==> src/rtl/rv_instr_encoder_if.sv <==
// rv_instr_encoder_if
//   Request/response stream bundle for the RV64I instruction encoder.
//   Request side : in_valid/in_ready handshake plus op, register numbers,
//                  immediate/target and pc of the first emitted word.
//   Response side: out_valid/out_ready handshake plus encoded word, its pc,
//                  error flag and last-word-of-request flag.
//   master: stimulus sequencer (drives requests, consumes words)
//   slave : encoder
interface rv_instr_encoder_if;
   logic        in_valid;
   logic        in_ready;
   logic [4:0]  in_op;
   logic [4:0]  in_rd;
   logic [4:0]  in_rs1;
   logic [4:0]  in_rs2;
   logic [63:0] in_imm;
   logic [63:0] in_pc;
   logic        out_valid;
   logic        out_ready;
   logic [31:0] out_instr;
   logic [63:0] out_pc;
   logic        out_err;
   logic        out_last;

   modport master (
      output in_valid, in_op, in_rd, in_rs1, in_rs2, in_imm, in_pc, out_ready,
      input  in_ready, out_valid, out_instr, out_pc, out_err, out_last
   );

   modport slave (
      input  in_valid, in_op, in_rd, in_rs1, in_rs2, in_imm, in_pc, out_ready,
      output in_ready, out_valid, out_instr, out_pc, out_err, out_last
   );
endinterface

==> src/rtl/rv_instr_encoder.sv <==
// rv_instr_encoder
//   RV64I instruction encoder (inverse of the decoder). Takes an op code with
//   symbolic operands, range-checks immediates and branch/jump targets,
//   expands the li pseudo-instruction into one or two words and emits 32-bit
//   machine words on a valid/ready stream. Illegal requests produce a single
//   all-zero word flagged with out_err.
// Ports:
//   clk   - clock, rising edge
//   reset - asynchronous, active-high reset
//   bus   - rv_instr_encoder_if.slave (request and response streams)
module rv_instr_encoder (
   input logic              clk,
   input logic              reset,
   rv_instr_encoder_if.slave bus
);

   typedef enum logic [1:0] {EMPTY, HOLD, HOLD_PEND} state_t;

   typedef enum logic [4:0] {
      OP_LUI   = 5'd0,  OP_AUIPC = 5'd1,  OP_JAL   = 5'd2,  OP_JALR  = 5'd3,
      OP_BEQ   = 5'd4,  OP_BNE   = 5'd5,  OP_BLT   = 5'd6,  OP_BGE   = 5'd7,
      OP_BLTU  = 5'd8,  OP_BGEU  = 5'd9,
      OP_LB    = 5'd10, OP_LH    = 5'd11, OP_LW    = 5'd12, OP_LD    = 5'd13,
      OP_LBU   = 5'd14, OP_LHU   = 5'd15, OP_LWU   = 5'd16,
      OP_SB    = 5'd17, OP_SH    = 5'd18, OP_SW    = 5'd19, OP_SD    = 5'd20,
      OP_ADDI  = 5'd21, OP_SLLI  = 5'd22, OP_SRLI  = 5'd23, OP_SRAI  = 5'd24,
      OP_ADD   = 5'd25, OP_SUB   = 5'd26, OP_ADDIW = 5'd27, OP_ADDW  = 5'd28,
      OP_SUBW  = 5'd29, OP_LI    = 5'd30, OP_RSVD  = 5'd31
   } op_t;

   // ---------------------------------------------------------------- formats
   function automatic logic [31:0] enc_r(input logic [6:0] f7, input logic [4:0] rs2,
                                         input logic [4:0] rs1, input logic [2:0] f3,
                                         input logic [4:0] rd, input logic [6:0] opc);
      return {f7, rs2, rs1, f3, rd, opc};
   endfunction

   function automatic logic [31:0] enc_i(input logic [11:0] imm, input logic [4:0] rs1,
                                         input logic [2:0] f3, input logic [4:0] rd,
                                         input logic [6:0] opc);
      return {imm, rs1, f3, rd, opc};
   endfunction

   function automatic logic [31:0] enc_s(input logic [11:0] imm, input logic [4:0] rs2,
                                         input logic [4:0] rs1, input logic [2:0] f3);
      return {imm[11:5], rs2, rs1, f3, imm[4:0], 7'h23};
   endfunction

   function automatic logic [31:0] enc_b(input logic [12:1] imm, input logic [4:0] rs2,
                                         input logic [4:0] rs1, input logic [2:0] f3);
      return {imm[12], imm[10:5], rs2, rs1, f3, imm[4:1], imm[11], 7'h63};
   endfunction

   function automatic logic [31:0] enc_u(input logic [19:0] imm, input logic [4:0] rd,
                                         input logic [6:0] opc);
      return {imm, rd, opc};
   endfunction

   function automatic logic [31:0] enc_j(input logic [20:1] imm, input logic [4:0] rd);
      return {imm[20], imm[10:1], imm[11], imm[19:12], rd, 7'h6F};
   endfunction

   // ------------------------------------------------------------ range checks
   logic [63:0] imm;
   logic [63:0] offset;
   logic        imm_s12;
   logic        imm_s32;
   logic        imm_u20;
   logic        imm_sh6;
   logic        off_j_ok;
   logic        off_b_ok;
   logic [19:0] li_hi;
   logic [11:0] li_lo;

   assign imm    = bus.in_imm;
   assign offset = bus.in_imm - bus.in_pc;

   // A value fits N signed bits when everything above bit N-1 is a copy of it.
   assign imm_s12  = (&imm[63:11]) | ~(|imm[63:11]);
   assign imm_s32  = (&imm[63:31]) | ~(|imm[63:31]);
   assign imm_u20  = ~(|imm[63:20]);
   assign imm_sh6  = ~(|imm[63:6]);
   assign off_j_ok = ((&offset[63:20]) | ~(|offset[63:20])) && (offset[1:0] == 2'b00);
   assign off_b_ok = ((&offset[63:12]) | ~(|offset[63:12])) && (offset[1:0] == 2'b00);

   // (imm + 0x800) >> 12 rounds the upper part so that the sign-extended low
   // 12 bits added by addiw land on the original value.
   assign li_hi = imm[31:12] + {19'b0, imm[11]};
   assign li_lo = imm[11:0];

   // ----------------------------------------------------------- funct3 table
   logic [2:0] f3;

   always_comb begin
      f3 = 3'd0;
      case (op_t'(bus.in_op))
         OP_BNE:  f3 = 3'd1;
         OP_BLT:  f3 = 3'd4;
         OP_BGE:  f3 = 3'd5;
         OP_BLTU: f3 = 3'd6;
         OP_BGEU: f3 = 3'd7;
         OP_LH:   f3 = 3'd1;
         OP_LW:   f3 = 3'd2;
         OP_LD:   f3 = 3'd3;
         OP_LBU:  f3 = 3'd4;
         OP_LHU:  f3 = 3'd5;
         OP_LWU:  f3 = 3'd6;
         OP_SH:   f3 = 3'd1;
         OP_SW:   f3 = 3'd2;
         OP_SD:   f3 = 3'd3;
         OP_SLLI: f3 = 3'd1;
         OP_SRLI: f3 = 3'd5;
         OP_SRAI: f3 = 3'd5;
         default: f3 = 3'd0;
      endcase
   end

   // --------------------------------------------------------------- encoder
   logic [31:0] word1;
   logic [31:0] word2;
   logic        enc_err;
   logic        two_word;

   always_comb begin
      word1    = '0;
      word2    = '0;
      enc_err  = 1'b0;
      two_word = 1'b0;
      case (op_t'(bus.in_op))
         OP_LUI: begin
            enc_err = !imm_u20;
            word1   = enc_u(imm[19:0], bus.in_rd, 7'h37);
         end
         OP_AUIPC: begin
            enc_err = !imm_u20;
            word1   = enc_u(imm[19:0], bus.in_rd, 7'h17);
         end
         OP_JAL: begin
            enc_err = !off_j_ok;
            word1   = enc_j(offset[20:1], bus.in_rd);
         end
         OP_JALR: begin
            enc_err = !imm_s12;
            word1   = enc_i(imm[11:0], bus.in_rs1, 3'd0, bus.in_rd, 7'h67);
         end
         OP_BEQ, OP_BNE, OP_BLT, OP_BGE, OP_BLTU, OP_BGEU: begin
            enc_err = !off_b_ok;
            word1   = enc_b(offset[12:1], bus.in_rs2, bus.in_rs1, f3);
         end
         OP_LB, OP_LH, OP_LW, OP_LD, OP_LBU, OP_LHU, OP_LWU: begin
            enc_err = !imm_s12;
            word1   = enc_i(imm[11:0], bus.in_rs1, f3, bus.in_rd, 7'h03);
         end
         OP_SB, OP_SH, OP_SW, OP_SD: begin
            enc_err = !imm_s12;
            word1   = enc_s(imm[11:0], bus.in_rs2, bus.in_rs1, f3);
         end
         OP_ADDI: begin
            enc_err = !imm_s12;
            word1   = enc_i(imm[11:0], bus.in_rs1, 3'd0, bus.in_rd, 7'h13);
         end
         OP_ADDIW: begin
            enc_err = !imm_s12;
            word1   = enc_i(imm[11:0], bus.in_rs1, 3'd0, bus.in_rd, 7'h1B);
         end
         OP_SLLI, OP_SRLI, OP_SRAI: begin
            enc_err = !imm_sh6;
            word1   = enc_i({(bus.in_op == OP_SRAI) ? 6'b010000 : 6'b000000, imm[5:0]},
                            bus.in_rs1, f3, bus.in_rd, 7'h13);
         end
         OP_ADD, OP_SUB: begin
            word1 = enc_r((bus.in_op == OP_SUB) ? 7'h20 : 7'h00, bus.in_rs2, bus.in_rs1,
                          3'd0, bus.in_rd, 7'h33);
         end
         OP_ADDW, OP_SUBW: begin
            word1 = enc_r((bus.in_op == OP_SUBW) ? 7'h20 : 7'h00, bus.in_rs2, bus.in_rs1,
                          3'd0, bus.in_rd, 7'h3B);
         end
         OP_LI: begin
            if (imm_s12) begin
               word1 = enc_i(imm[11:0], 5'd0, 3'd0, bus.in_rd, 7'h13);
            end else if (imm_s32) begin
               word1    = enc_u(li_hi, bus.in_rd, 7'h37);
               word2    = enc_i(li_lo, bus.in_rd, 3'd0, bus.in_rd, 7'h1B);
               two_word = (li_lo != 12'd0);
            end else begin
               enc_err = 1'b1;
            end
         end
         default: enc_err = 1'b1;
      endcase
      if (enc_err) begin
         word1    = '0;
         two_word = 1'b0;
      end
   end

   // ------------------------------------------------------- output stage FSM
   state_t      state;
   logic        out_valid_q;
   logic [31:0] out_instr_q;
   logic [63:0] out_pc_q;
   logic        out_err_q;
   logic        out_last_q;
   logic [31:0] pend_instr;
   logic [63:0] pend_pc;
   logic        in_ready_c;
   logic        accept;

   assign in_ready_c = (state != HOLD_PEND) && (!out_valid_q || bus.out_ready);
   assign accept     = bus.in_valid && in_ready_c;

   always_ff @(posedge clk or posedge reset) begin
      if (reset) begin
         state       <= EMPTY;
         out_valid_q <= 1'b0;
         out_instr_q <= '0;
         out_pc_q    <= '0;
         out_err_q   <= 1'b0;
         out_last_q  <= 1'b0;
         pend_instr  <= '0;
         pend_pc     <= '0;
      end else begin
         case (state)
            EMPTY, HOLD: begin
               if (accept) begin
                  out_valid_q <= 1'b1;
                  out_instr_q <= word1;
                  out_pc_q    <= bus.in_pc;
                  out_err_q   <= enc_err;
                  out_last_q  <= !two_word;
                  pend_instr  <= word2;
                  pend_pc     <= bus.in_pc + 64'd4;
                  state       <= two_word ? HOLD_PEND : HOLD;
               end else if (state == HOLD && bus.out_ready) begin
                  out_valid_q <= 1'b0;
                  state       <= EMPTY;
               end
            end
            HOLD_PEND: begin
               if (bus.out_ready) begin
                  out_instr_q <= pend_instr;
                  out_pc_q    <= pend_pc;
                  out_err_q   <= 1'b0;
                  out_last_q  <= 1'b1;
                  state       <= HOLD;
               end
            end
            default: begin
               out_valid_q <= 1'b0;
               state       <= EMPTY;
            end
         endcase
      end
   end

   assign bus.in_ready  = in_ready_c;
   assign bus.out_valid = out_valid_q;
   assign bus.out_instr = out_instr_q;
   assign bus.out_pc    = out_pc_q;
   assign bus.out_err   = out_err_q;
   assign bus.out_last  = out_last_q;

endmodule

==> src/flat_wrapper.sv <==
// flat-port wrapper written by rule: the top's interface ports become plain ports
module rv_instr_encoder_flat 
  (clk, reset, bus_in_valid, bus_in_op, bus_in_rd, bus_in_rs1, bus_in_rs2, bus_in_imm, bus_in_pc, bus_out_ready, bus_in_ready, bus_out_valid, bus_out_instr, bus_out_pc, bus_out_err, bus_out_last);
  rv_instr_encoder_if bus_i ();
  input logic clk;
  input logic reset;
  input wire logic [$bits(bus_i.in_valid)-1:0] bus_in_valid;
  input wire logic [$bits(bus_i.in_op)-1:0] bus_in_op;
  input wire logic [$bits(bus_i.in_rd)-1:0] bus_in_rd;
  input wire logic [$bits(bus_i.in_rs1)-1:0] bus_in_rs1;
  input wire logic [$bits(bus_i.in_rs2)-1:0] bus_in_rs2;
  input wire logic [$bits(bus_i.in_imm)-1:0] bus_in_imm;
  input wire logic [$bits(bus_i.in_pc)-1:0] bus_in_pc;
  input wire logic [$bits(bus_i.out_ready)-1:0] bus_out_ready;
  output wire logic [$bits(bus_i.in_ready)-1:0] bus_in_ready;
  output wire logic [$bits(bus_i.out_valid)-1:0] bus_out_valid;
  output wire logic [$bits(bus_i.out_instr)-1:0] bus_out_instr;
  output wire logic [$bits(bus_i.out_pc)-1:0] bus_out_pc;
  output wire logic [$bits(bus_i.out_err)-1:0] bus_out_err;
  output wire logic [$bits(bus_i.out_last)-1:0] bus_out_last;
  assign bus_i.in_valid = bus_in_valid;
  assign bus_i.in_op = bus_in_op;
  assign bus_i.in_rd = bus_in_rd;
  assign bus_i.in_rs1 = bus_in_rs1;
  assign bus_i.in_rs2 = bus_in_rs2;
  assign bus_i.in_imm = bus_in_imm;
  assign bus_i.in_pc = bus_in_pc;
  assign bus_i.out_ready = bus_out_ready;
  assign bus_in_ready = bus_i.in_ready;
  assign bus_out_valid = bus_i.out_valid;
  assign bus_out_instr = bus_i.out_instr;
  assign bus_out_pc = bus_i.out_pc;
  assign bus_out_err = bus_i.out_err;
  assign bus_out_last = bus_i.out_last;
  rv_instr_encoder u_core (.clk(clk), .reset(reset), .bus(bus_i));
endmodule
==> config.mk <==
export PLATFORM = sky130hd
export DESIGN_NAME = rv_instr_encoder_flat
export DESIGN_NICKNAME = d
export VERILOG_FILES = /design/src/rtl/rv_instr_encoder_if.sv /design/src/rtl/rv_instr_encoder.sv /design/src/flat_wrapper.sv
export SDC_FILE = /design/constraint.sdc
export NUM_CORES = 1
export LEC_CHECK = 0
export ABC_CLOCK_PERIOD_IN_PS = 10200
export CAP_MARGIN = 25
export CORE_AREA = 2 2 218 220
export CTS_CLUSTER_SIZE = 28
export DETAILED_ROUTE_END_ITERATION = 16
export DIE_AREA = 0 0 220 222
export PLACE_DENSITY = 0.53
export SLEW_MARGIN = 20
export SYNTH_ARGS = -nofsm -noshare
export SYNTH_HDL_FRONTEND = slang
export SYNTH_SLANG_ARGS = --single-unit
==> constraint.sdc <==
create_clock -name clk -period 10.2 [get_ports clk]
set_input_delay 2.04 -clock clk [delete_from_list [all_inputs] [get_ports clk]]
set_output_delay 2.04 -clock clk [all_outputs]
set_load 0.05 [all_outputs]
# Word-level counts from Yosys, hierarchy flattened
# Memories as Yosys holds them, arrays and structs flattened.
# Index checks and enable logic that the tools add are counted.
[word_totals]
ff_bits = 197
latchBits = 0
ramBits = 0
mem_bits_ro = 96
output_inout_bits = 100
word_cells = 134
n_memories = 1
[mem_list]
columns = ["name", "depth", "width", "rd", "rd_ports_with_merged_regs", "write_ports", "line_no", "text"]
rows = [
  ["(name not given)", 32, 3, 1, 0, 0, "rv_instr_encoder.sv:96", "case (op_t'(bus.in_op))"],
]
[op_classes]
n_addsub = 3
n_mul = 0
div_mod_pow = 0
magnitude_cmp = 0
n_eq_ne = 36
shifts = 0
n_mux = 37
n_bitwise = 9
reduce_logical = 40
[ops]
columns = ["cell", "count"]
rows = [
  ["32-bit case mux with 13 select lines", 1],
  ["32-bit two-way mux", 8],
  ["64-bit two-way mux", 2],
  ["64-bit case mux with 2 select lines", 1],
  ["44-bit OR reduction", 2],
  ["5-bit equality test, second input constant", 15],
  ["64-bit by 3-bit adder with 64-bit output, second input constant", 1],
  ["32-bit case mux with 2 select lines", 1],
  ["64-bit subtractor", 1],
  ["58-bit OR reduction", 1],
  ["53-bit AND reduction", 1],
  ["53-bit OR reduction", 1],
  ["52-bit AND reduction", 1],
  ["52-bit OR reduction", 1],
  ["44-bit AND reduction", 1],
  ["5-bit by 4-bit equality test with 1-bit output, second input constant", 8],
  ["33-bit AND reduction", 1],
  ["33-bit OR reduction", 1],
  ["20-bit by 1-bit adder with 20-bit output", 1],
  ["5-bit by 3-bit equality test with 1-bit output, second input constant", 4],
  ["14-bit OR reduction", 1],
  ["1-bit two-way mux", 12],
  ["6-bit two-way mux", 2],
  ["12-bit nonzero test", 1],
  ["other kinds (27)", 56],
]

# Longest topological paths before layout
# Gate-level depths: netlist of run 1.
[logic_depth]
word_depth = 11
depth_mapped = 18
depth_no_buf = 15

# Worst setup path before layout of run 1
# Ideal clock, no wire load.
[synth_path]
path_type = "input port to flip-flop"
start = "input port bus_in_pc[18]"
end = "register u_core.out_instr_q[10], in the netlist u_core.bus.out_instr[10]"
setup_time_ns = 0.093
arrival_ns = 5.598
t_required_ns = 10.107
path_slack_ns = 4.509
cell_stages = 17
cell_sequence = "inv_1 > ha_1 > buf_2 > and4_4 > and2_4 > a221o_1 > a221o_1 > a31o_1 > or3_1 > a2111oi_2 > nand4_1 > nor4_2 > a32oi_1 > and2_1 > buf_6 > buf_6 > o31ai_2"
[synth_between]
elab_chain_len = 10
[synth_rtl]
columns = ["item", "line_no", "text"]
rows = [
  ["from (decl)", "flat_wrapper.sv:13", "input wire logic [$bits(bus_i.in_pc)-1:0] bus_in_pc;"],
  ["64-bit subtractor (*)", "rv_instr_encoder.sv:76", "assign offset = bus.in_imm - bus.in_pc;"],
  ["52-bit OR reduction / 44-bit OR reduction (equally long branches)", "rv_instr_encoder.sv:84, rv_instr_encoder.sv:83", ""],
  ["1-bit NOT (on tied branches)", "rv_instr_encoder.sv:84, rv_instr_encoder.sv:83", ""],
  ["1-bit OR (on tied branches)", "rv_instr_encoder.sv:84, rv_instr_encoder.sv:83", ""],
  ["1-bit logical AND (on tied branches)", "rv_instr_encoder.sv:84, rv_instr_encoder.sv:83", ""],
  ["1-bit logical NOT (on tied branches)", "rv_instr_encoder.sv:147, rv_instr_encoder.sv:139", ""],
  ["1-bit case mux with 7 select lines (*)", "rv_instr_encoder.sv:129", "case (op_t'(bus.in_op))"],
  ["32-bit two-way mux (*)", "rv_instr_encoder.sv:192", "if (enc_err) begin"],
  ["32-bit two-way mux (*)", "rv_instr_encoder.sv:226", "if (accept) begin"],
  ["32-bit case mux with 2 select lines (*)", "rv_instr_encoder.sv:224", "case (state)"],
  ["to (signal assigned)", "rv_instr_encoder.sv:228", "out_instr_q <= word1;"],
  ["to (signal assigned)", "rv_instr_encoder.sv:242", "out_instr_q <= pend_instr;"],
  ["to (decl)", "rv_instr_encoder.sv:201", "logic [31:0] out_instr_q;"],
]
# Mark *: on every way between the ends. The rest lies on a longest branch, timed or not. The select of a mux whose other input is x is not followed.
# A chain may end at the register's enable or synchronous reset.

# Worst setup path in the final report of run 1
[layout_path]
start = "input port bus_in_imm[26]"
end = "register u_core.out_instr_q[30], in the netlist u_core.bus.out_instr[30]"
[layout_between]
elab_chain_len = 10
[layout_rtl]
columns = ["item", "line_no", "text"]
rows = [
  ["from (decl)", "flat_wrapper.sv:12", "input wire logic [$bits(bus_i.in_imm)-1:0] bus_in_imm;"],
  ["64-bit subtractor", "rv_instr_encoder.sv:76", ""],
  ["52-bit OR reduction / 44-bit OR reduction (equally long branches)", "rv_instr_encoder.sv:84, rv_instr_encoder.sv:83", ""],
  ["1-bit NOT (on tied branches)", "rv_instr_encoder.sv:84, rv_instr_encoder.sv:83", ""],
  ["1-bit OR (on tied branches)", "rv_instr_encoder.sv:84, rv_instr_encoder.sv:83", ""],
  ["1-bit logical AND (on tied branches)", "rv_instr_encoder.sv:84, rv_instr_encoder.sv:83", ""],
  ["1-bit logical NOT (on tied branches)", "rv_instr_encoder.sv:147, rv_instr_encoder.sv:139", ""],
  ["1-bit case mux with 7 select lines", "rv_instr_encoder.sv:129", ""],
  ["32-bit two-way mux (*)", "rv_instr_encoder.sv:192", ""],
  ["32-bit two-way mux (*)", "rv_instr_encoder.sv:226", ""],
  ["32-bit case mux with 2 select lines (*)", "rv_instr_encoder.sv:224", ""],
]
# Marks and branches as above.

==> results of run 1 <==
[through the flow]
stage          instances  hold slack [ns]   util  area [um^2]  total power, W
6_report            2958            0.461  0.421        19500         0.00266
5_1_grt             2958            0.491  0.421        19500         0.00279
4_1_cts             2958            0.463  0.421        19500         0.00267
3_5_place_dp        2926            0.447  0.408        18900         0.00196
3_3_place_gp        2925            0.441  0.408        18900         0.00196
2_1_floorplan       2188            0.430      -        16000         0.00155
[sequential cells by signal, summed over array words and instances, names as in the netlist]
signal	count
u_core.bus.out_err	1
u_core.pend_pc	64
u_core.pend_instr	18
u_core.bus.out_instr	31
u_core.bus.out_last	1
u_core.bus.out_valid	1
u_core.bus.out_pc	64
u_core.state	2
[cell families (layout without fill, tap and decap cells)]
kind of cell / Yosys count / in the layout
AND/OR/NAND/NOR: 966 / 966
AO/OA/AOI/OAI: 617 / 617
buffers and inverters: 224 / 387
flip-flops: 182 / 182
XOR/XNOR: 111 / 111
adder cells (fa/ha/maj): 76 / 76
multiplexers: 12 / 12
[area by class of cell]
class / instances / share of cell area
Multi-Input combinational cell: 1782 / 0.544
Clock buffer: 17 / 0.0218
Clock inverter: 15 / 0.00950
Inverter: 91 / 0.0179
Timing Repair Buffer: 264 / 0.134
Tap cell: 607 / 0.0390
Sequential cell: 182 / 0.234
[synth_stat cells (all sizes together) (7+ instances only)]
master	n
a21o	18
xnor2	87
o22ai	7
a31oi	81
or2	8
o31ai	37
buf	16
o21ai	171
a21oi	130
mux2i	8
inv	91
dfrtp	182
nor2b	14
clkbuf	117
nor3	48
ha	75
or3	18
nor2	195
and2	10
nand3	68
nand4	79
nand2	414
and4	8
and3	30
a221oi	14
nand2b	15
a211oi	16
or4	9
a21boi	8
nor4	32
xor2	24
o2111ai	9
a222oi	9
o21a	18
a22oi	20
o211ai	19
[worst min-delay path: stages (launching register included)]
cell     delay [ns]
dfrtp_1        0.34
nand2_1        0.05
nand2_1        0.05
[worst paths after layout]
check                                                        from                                    to  slack [ns]  cells past startpoint
worst max-delay path                               bus_in_imm[26]  u_core.bus.out_instr[30]$_DFFE_PP0P_        3.19                     14
worst min-delay path            u_core.pend_instr[29]$_DFFE_PP0P_     u_core.pend_instr[29]$_DFFE_PP0P_        0.46                      2
worst max register to register        u_core.state[1]$_DFFE_PP0P_  u_core.bus.out_instr[29]$_DFFE_PP0P_        7.24                      7
worst min register to register  u_core.pend_instr[29]$_DFFE_PP0P_     u_core.pend_instr[29]$_DFFE_PP0P_        0.46                      2
max in group asynchronous                                   reset   u_core.bus.out_instr[7]$_DFFE_PP0P_        6.65                      3
min in group asynchronous                                   reset        u_core.pend_pc[40]$_DFFE_PP0P_        2.15                      2
[metal layers]
layer | GRT usage | vias up | share of wire
met1 | 0.446 | 8470 | 0.49
met3 | 0.0390 | 87 | 0.072
met5 | 0 | - | 0.00018
met4 | 0.0680 | 2 | 0.020
li1 | - | 8225 | -
met2 | 0.426 | 767 | 0.42
[where the power goes]
| part | switching, W | leakage (nW) | internal, W |
|---|---|---|---|
| clock network | 0.000342 | 0.292 | 0.000352 |
| logic | 0.000736 | 5.30 | 0.000360 |
| registers | 0.0000563 | 2.23 | 0.000814 |
| total | 0.00114 | 7.82 | 0.00153 |
==> results.yml, run 1 <==
cells_and_area:
  regArea_mm2: 0.00455
  mostFrequentLayoutCell: "nand2_1"
  nets: 2566
  fillers: 4878
  drive_gt1_frac: 0.0438
  syn_to_final_growth_pct: 21.5
  final_cell_mix: "412 x nand2_1, 251 x clkdlybuf4s50_1, 194 x nor2_1"
  multi_input_area_mm2: 0.0106
  diodes: 0
power:
  ir_drop_uv: 114
  p_leak_nw: 7.82
  powerDensity_mw_per_mm2: 136
clock_network:
  htree_levels: 4
  clk_pin_slew_ns: 0.07
  cts.repair.resized: 0
  cts_buffers: 17
  cts_setup_buffers: 0
  worstSkewPairLatency_ns: 0.48
  clock_sinks: 182
  clk_path_buf_depth: 2
  cts_root_buf: "clkbuf_16"
  cts_tree: "yes"
  cts_hold_buf: 0
die:
  die_height_um: 222
  core_mm2: 0.0463
  die_w_um: 220
  ios: 252
  dieArea_mm2: 0.0488
  start_util: 0.347
  rows: 79
synthesis:
  synth_warnings: 0
  synth_area_per_cell_um2: 7.33
  synth_xor_area_frac: 0.0606
  synth-seq-cells: 182
  synthAdderAreaFrac: 0.0597
  synth_seq_area_share: 0.284
  synthMuxAreaShare: 0.00780
  synth_compound_area_frac: 0.254
  synth-edff-count: 0
  synthArstFlopShare: 1.00
  synth_top_cells_by_area: "dfrtp_1 28%, nand2_1 9.7%, ha_1 5.8%, o21ai_0 5.1%, xnor2_1 4.8%"
  synth_cells: 2188
  synth.largest_area_cell: "dfrtp_1"
  synth_top_area_frac: 0.284
  synth_nets: 2416
  synth_top_family_by_area: "simple AND/OR/NAND/NOR gates"
  syn_area_mm2: 0.0160
  synth.distinct_cells: 84
  synth_flop_cell: "dfrtp_1"
  synth-simple-area-share: 0.278
setup_path:
  critical_path_buf_inv_count: 1
  cp_cell_sequence: "clkdlybuf4s50_1, ha_1, nand4_1, nor3_1, a32o_1, o21ai_0, o2111a_1, a311oi_1, nor4b_1, nand4_1, nor4_2, a32oi_1, and2_2, o31ai_1"
  critPathSlowestCell: "and2_2"
  cp_data_arrival_time_ns: 7.32
  worstSetupPathType: "input pin to flop"
  cpMostUsedCell: "nand4_1"
  worstSetupStartpointType: "input pin"
  path_max_fanout: 32
  crit_family: "simple AND/OR/NAND/NOR gates"
  max_stage_delay_ns: 0.87
  end_kind: "flop"
  critPathRequiredTime_ns: 10.51
hold_path:
  worstHoldPathType: "flop to flop"
route:
  viasPerCell: 5.93
  drcViolationCount: 0
  drt_iter0_drc: 2129
  wl_per_cell_um: 24.2
  drt-total-wl_um: 71500
  ant_nets: 0
  routed-via-count: 17600
  first_pass_iters: 7
sta:
  worstMarginPinSlew_ns: 1.08
  fin_crit_sh: 0.687
  finalMaxSlewViolations: 0
  relSlewSlack: 0.282
  hold_violations: 0
  fmax_mhz: 143
  setup_tns_ns: 0
  period_needed_ns: 7.01
  setup_violations: 0
  final.setup_skew_ns: 0.0198
  rsz0062_at_grt: "no"
  fin_ws_ns: 3.19
global_route:
  antenna_found_initial: 1
  grt_pass1_vias: 16700
  grt_pass1_wl_um: 108000
  track_usage: 0.291
  grt_max_degree: 121
  gr-total-overflow: 0
run_status:
  status: "finished clean"
placed_design:
  post-place-ws_ns: 2.94
  portBuffers: 251
  hpwlAfterDp_um: 57000
  gp_congestion: 1.02
run:
  cap_violations: 0
(Power assumes the default switching activity.)
==> run 2, diff against run 1 <==
- ABC_CLOCK_PERIOD_IN_PS: 10200 -> 7300
- clock period: 10.2 -> 7.3 ns (I/O delays scaled with it)
==> results.yml, run 2 (synthesis results as in run 1) <==
clock_network:
  clock_sinks: 182
  cts_setup_buffers: 0
  htree_levels: 4
  clk_path_buf_depth: 2
  cts_root_buf: "clkbuf_16"
  cts_tree: "yes"
  cts_buffers: 17
  worstSkewPairLatency_ns: 0.47
  cts_hold_buf: 0
  clk_pin_slew_ns: 0.07
  cts.repair.resized: 0
global_route:
  grt_pass1_vias: 16700
  track_usage: 0.288
  gr-total-overflow: 0
  grt_pass1_wl_um: 107000
  antenna_found_initial: 1
  grt_max_degree: 133
cells_and_area:
  syn_to_final_growth_pct: 22.4
  postLayoutCoreUtil: 0.425
  final_area_mm2: 0.0196
  drive_gt1_frac: 0.0507
  regArea_mm2: 0.00455
  mostFrequentLayoutCell: "nand2_1"
  fillers: 4849
  nets: 2582
  multi_input_area_mm2: 0.0106
  final_cell_mix: "412 x nand2_1, 251 x clkdlybuf4s50_1, 194 x nor2_1"
sta:
  worstMarginPinSlew_ns: 1.04
  fin_ws_ns: 0.900
  finalMaxSlewViolations: 0
  setup_tns_ns: 0
  hold_violations: 0
  fmax_mhz: 156
  fin_crit_sh: 0.877
  period_needed_ns: 6.40
  final.setup_skew_ns: 0.0147
  setup_violations: 0
  rsz0062_at_grt: "no"
  relSlewSlack: 0.303
  whs_ns: 0.460
route:
  drt-total-wl_um: 71400
  viasPerCell: 5.93
  wl_per_cell_um: 24.0
  drt_iter0_drc: 2060
  ant_nets: 0
  drcViolationCount: 0
  first_pass_iters: 8
  routed-via-count: 17600
power:
  ir_drop_uv: 144
  powerDensity_mw_per_mm2: 191
  p_leak_nw: 7.92
die:
  core_mm2: 0.0463
  dieArea_mm2: 0.0488
  die_height_um: 222
  die_w_um: 220
  ios: 252
  rows: 79
  start_util: 0.347
placed_design:
  hpwlAfterDp_um: 56800
  post-place-ws_ns: 0.590
  gp_congestion: 1.03
  portBuffers: 251
  dpl-instance-area_mm2: 0.0190
setup_path:
  worstSetupStartpointType: "input pin"
  end_kind: "flop"
  path_max_fanout: 32
  critPathRequiredTime_ns: 7.66
  cp_data_arrival_time_ns: 6.76
  worstSetupPathType: "input pin to flop"
run:
  cap_violations: 0
hold_path:
  worstHoldPathType: "flop to flop"
run_status:
  status: "finished clean"
run 2: path summary, 6_finish.rpt:
path / end / slack [ns] / cells past startpoint / from
setup / recovery: u_core.bus.out_instr[8]$_DFFE_PP0P_ / 0.90 / 16 / bus_in_pc[11]
hold / removal: u_core.pend_instr[28]$_DFFE_PP0P_ / 0.46 / 2 / u_core.pend_instr[28]$_DFFE_PP0P_
setup reg to reg: u_core.bus.out_pc[48]$_DFFE_PP0P_ / 4.00 / 7 / u_core.state[1]$_DFFE_PP0P_
hold reg to reg: u_core.pend_instr[28]$_DFFE_PP0P_ / 0.46 / 2 / u_core.pend_instr[28]$_DFFE_PP0P_
max in group asynchronous: u_core.bus.out_instr[8]$_DFFE_PP0P_ / 4.38 / 3 / reset
min in group asynchronous: u_core.bus.out_pc[40]$_DFFE_PP0P_ / 1.58 / 2 / reset
run 2: power breakdown:
group          internal, W  switching (W)  total, W
sequential         0.00114      0.0000787   0.00122
combinational     0.000510        0.00103   0.00154
clock             0.000531       0.000465  0.000996
run 2: layer usage:
layer | wire, um | track usage | vias to the layer above
met3 | 5060 | 0.0406 | 74
met4 | 1170 | 0.0602 | 2
met2 | 30700 | 0.426 | 700
met1 | 34400 | 0.442 | 8604
met5 | 13 | 0 | -
li1 | - | - | 8252
run 2: layout make-up:
cell class              count  share of cell area
diodes                      1            0.000127
clock buffers              18              0.0224
clock inverters            14             0.00911
inverters                  91              0.0178
multi-input cells        1782               0.540
flip-flops and latches    182               0.232
well taps                 607              0.0387
repair buffers            280               0.140
run 2: metrics by stage:
step,cells,total power [W]
detailed placement,2942,0.00275
floorplan,2188,0.00216
CTS,2974,0.00375
global route,2974,0.00393
global placement,2942,0.00274
finish,2975,0.00375
run 2: critical path, stage by stage:
cell,delay [ns]
clkdlybuf4s50_1,0.56
inv_1,0.15
ha_1,0.47
a21oi_1,0.35
o21ai_0,0.27
nand2_1,0.24
nand3_1,0.15
o311ai_0,0.81
o21ai_0,0.34
a2111oi_2,0.45
nand4_1,0.19
nor4_2,0.45
a32oi_1,0.16
and2_2,0.22
buf_12,0.17
o31ai_2,0.27
==> run 3, diff against run 2 <==
- RECOVER_POWER: default -> 100
==> results.yml, run 3 (synthesis results as in run 1) <==
cells_and_area:
  mostFrequentLayoutCell: "nand2_1"
  final_area_mm2: 0.0195
  drive_gt1_frac: 0.0376
  nets: 2582
  fillers: 4881
  final_cells: 2974
  postLayoutCoreUtil: 0.421
  diodes: 0
  final_cell_mix: "412 x nand2_1, 194 x nor2_1, 182 x dfrtp_1"
  syn_to_final_growth_pct: 21.4
sta:
  final.setup_skew_ns: 0.0195
  hold_violations: 0
  worstMarginPinSlew_ns: 2.91
  period_needed_ns: 6.73
  setup_tns_ns: 0
  fin_crit_sh: 0.922
  setup_violations: 0
  rsz0062_at_grt: "no"
  fmax_mhz: 149
  finalMaxSlewViolations: 410
  relSlewSlack: -0.941
global_route:
  gr-total-overflow: 0
  antenna_found_initial: 1
  track_usage: 0.288
  grt_max_degree: 133
  grt_pass1_wl_um: 107000
  grt_pass1_vias: 16700
die:
  die_height_um: 222
  start_util: 0.347
  rows: 79
  dieArea_mm2: 0.0488
  core_mm2: 0.0463
  ios: 252
  die_w_um: 220
clock_network:
  cts.repair.resized: 0
  clk_path_buf_depth: 2
  cts_setup_buffers: 0
  clock_sinks: 182
  clk_pin_slew_ns: 0.07
  cts_root_buf: "clkbuf_16"
  cts_buffers: 17
  htree_levels: 4
  cts_hold_buf: 0
  worstSkewPairLatency_ns: 0.47
  cts_tree: "yes"
setup_path:
  path_max_fanout: 32
  cpMostUsedCell: "o21ai_0"
  worstSetupStartpointType: "input pin"
  max_stage_delay_ns: 0.82
  critPathSlowestCell: "o311ai_0"
  critPathRequiredTime_ns: 7.65
  end_kind: "flop"
  r2r_setup_slack_ns: 2.00
  timing.rr.start: "u_core.bus.out_valid$_DFFE_PP0P_"
  cp_cell_sequence: "dlygate4sd3_1, inv_1, ha_1, a21oi_1, o21ai_0, nand2_1, nand3_1, o311ai_0, o21ai_0, a2111oi_0, nand4_1, nor4_1, a32oi_1, and2_2, buf_12, o31ai_1"
  cp_data_arrival_time_ns: 7.08
  reg2reg_depth: 6
  worstSetupPathType: "input pin to flop"
  crit_family: "compound AO/OA/AOI/OAI gates"
  rr_endpoint: "u_core.bus.out_pc[26]$_DFFE_PP0P_"
  critical_path_buf_inv_count: 3
power:
  powerDensity_mw_per_mm2: 190
  power_w: 0.00371
  p_leak_nw: 7.91
  ir_drop_uv: 143
hold_path:
  worstHoldPathType: "flop to flop"
  hold_start: "u_core.pend_instr[28]$_DFFE_PP0P_"
  holdPathStages: 2
  hold_path_end: "u_core.pend_instr[28]$_DFFE_PP0P_"
run_status:
  violations: "max-capacitance violations, max-slew violations"
  status: "finished, violations left"
route:
  ant_nets: 0
  drt_iter0_drc: 2096
  wl_per_cell_um: 24.0
  routed-via-count: 17600
  drt-total-wl_um: 71400
  drcViolationCount: 0
  first_pass_iters: 6
  viasPerCell: 5.93
run:
  cap_violations: 5
placed_design:
  gp_congestion: 1.03
  dpl-instance-area_mm2: 0.0190
  portBuffers: 251
  placed_cells_incl_taps: 2942
  hpwlAfterDp_um: 56800
run 3: cell count changes in the layout (fill, tap and decap cells not counted), moves of 2 or more:
cell and change:
clkdlybuf4s50_1 -104, dlygate4sd3_1 +104, o31ai_1 +26, o31ai_2 -26
buf_4 -5, clkbuf_2 +3, clkbuf_1 +2
run 3: cell type report:
type / instances / area (um^2) / share of cell area
Multi-Input combinational cell: 1782 / 10500 / 0.538
Clock inverter: 14 / 179 / 0.00919
Clock buffer: 18 / 439 / 0.0226
Inverter: 91 / 345 / 0.0177
Sequential cell: 182 / 4550 / 0.234
Tap cell: 607 / 759 / 0.0390
Timing Repair Buffer: 280 / 2730 / 0.140
run 3: metal layers:
| metal | global-route usage | up-vias | share of wire |
|---|---|---|---|
| li1 | - | 8257 | - |
| met1 | 0.442 | 8569 | 0.48 |
| met2 | 0.426 | 740 | 0.43 |
| met3 | 0.0406 | 75 | 0.075 |
| met4 | 0.0602 | 2 | 0.017 |
| met5 | 0 | - | 0.00018 |
run 3: through the flow:
step | setup WS [ns] | hold WS [ns]
after floorplan | 0.896 | 0.430
after global placement | 0.452 | 0.441
after detailed placement | 0.590 | 0.448
after CTS | 1.06 | 0.463
after global routing | 0.351 | 0.492
final | 0.573 | 0.460
run 3: worst max-delay path by stage:
stage / from / end / slack [ns] / cells past startpoint
detailed placement: bus_in_imm[0] / u_core.bus.out_instr[8]$_DFFE_PP0P_ / 0.59 / 18
CTS: bus_in_imm[0] / u_core.bus.out_instr[8]$_DFFE_PP0P_ / 1.06 / 18
global route: bus_in_pc[11] / u_core.bus.out_instr[8]$_DFFE_PP0P_ / 0.35 / 16
global placement: bus_in_pc[11] / u_core.bus.out_instr[31]$_DFFE_PP0P_ / 0.45 / 16
floorplan: reset / u_core.bus.out_err$_DFFE_PP0P_ / 0.90 / 1
finish: bus_in_pc[11] / u_core.bus.out_instr[8]$_DFFE_PP0P_ / 0.57 / 16
run 3: worst reg2reg max path: stages, from the launching register on:
cell,delay [ns]
dfrtp_1,0.42
nor2b_1,0.27
or2_0,1.97
nand2_4,0.90
clkbuf_2,1.08
nor2_1,0.40
a31oi_1,0.06
run 3: power breakdown:
part / switching, W / total [W] / leakage, nW / internal, W
combinational: 0.00102 / 0.00150 / 5.38 / 0.000480
sequential: 0.0000750 / 0.00121 / 2.23 / 0.00114
clock: 0.000460 / 0.000991 / 0.302 / 0.000531
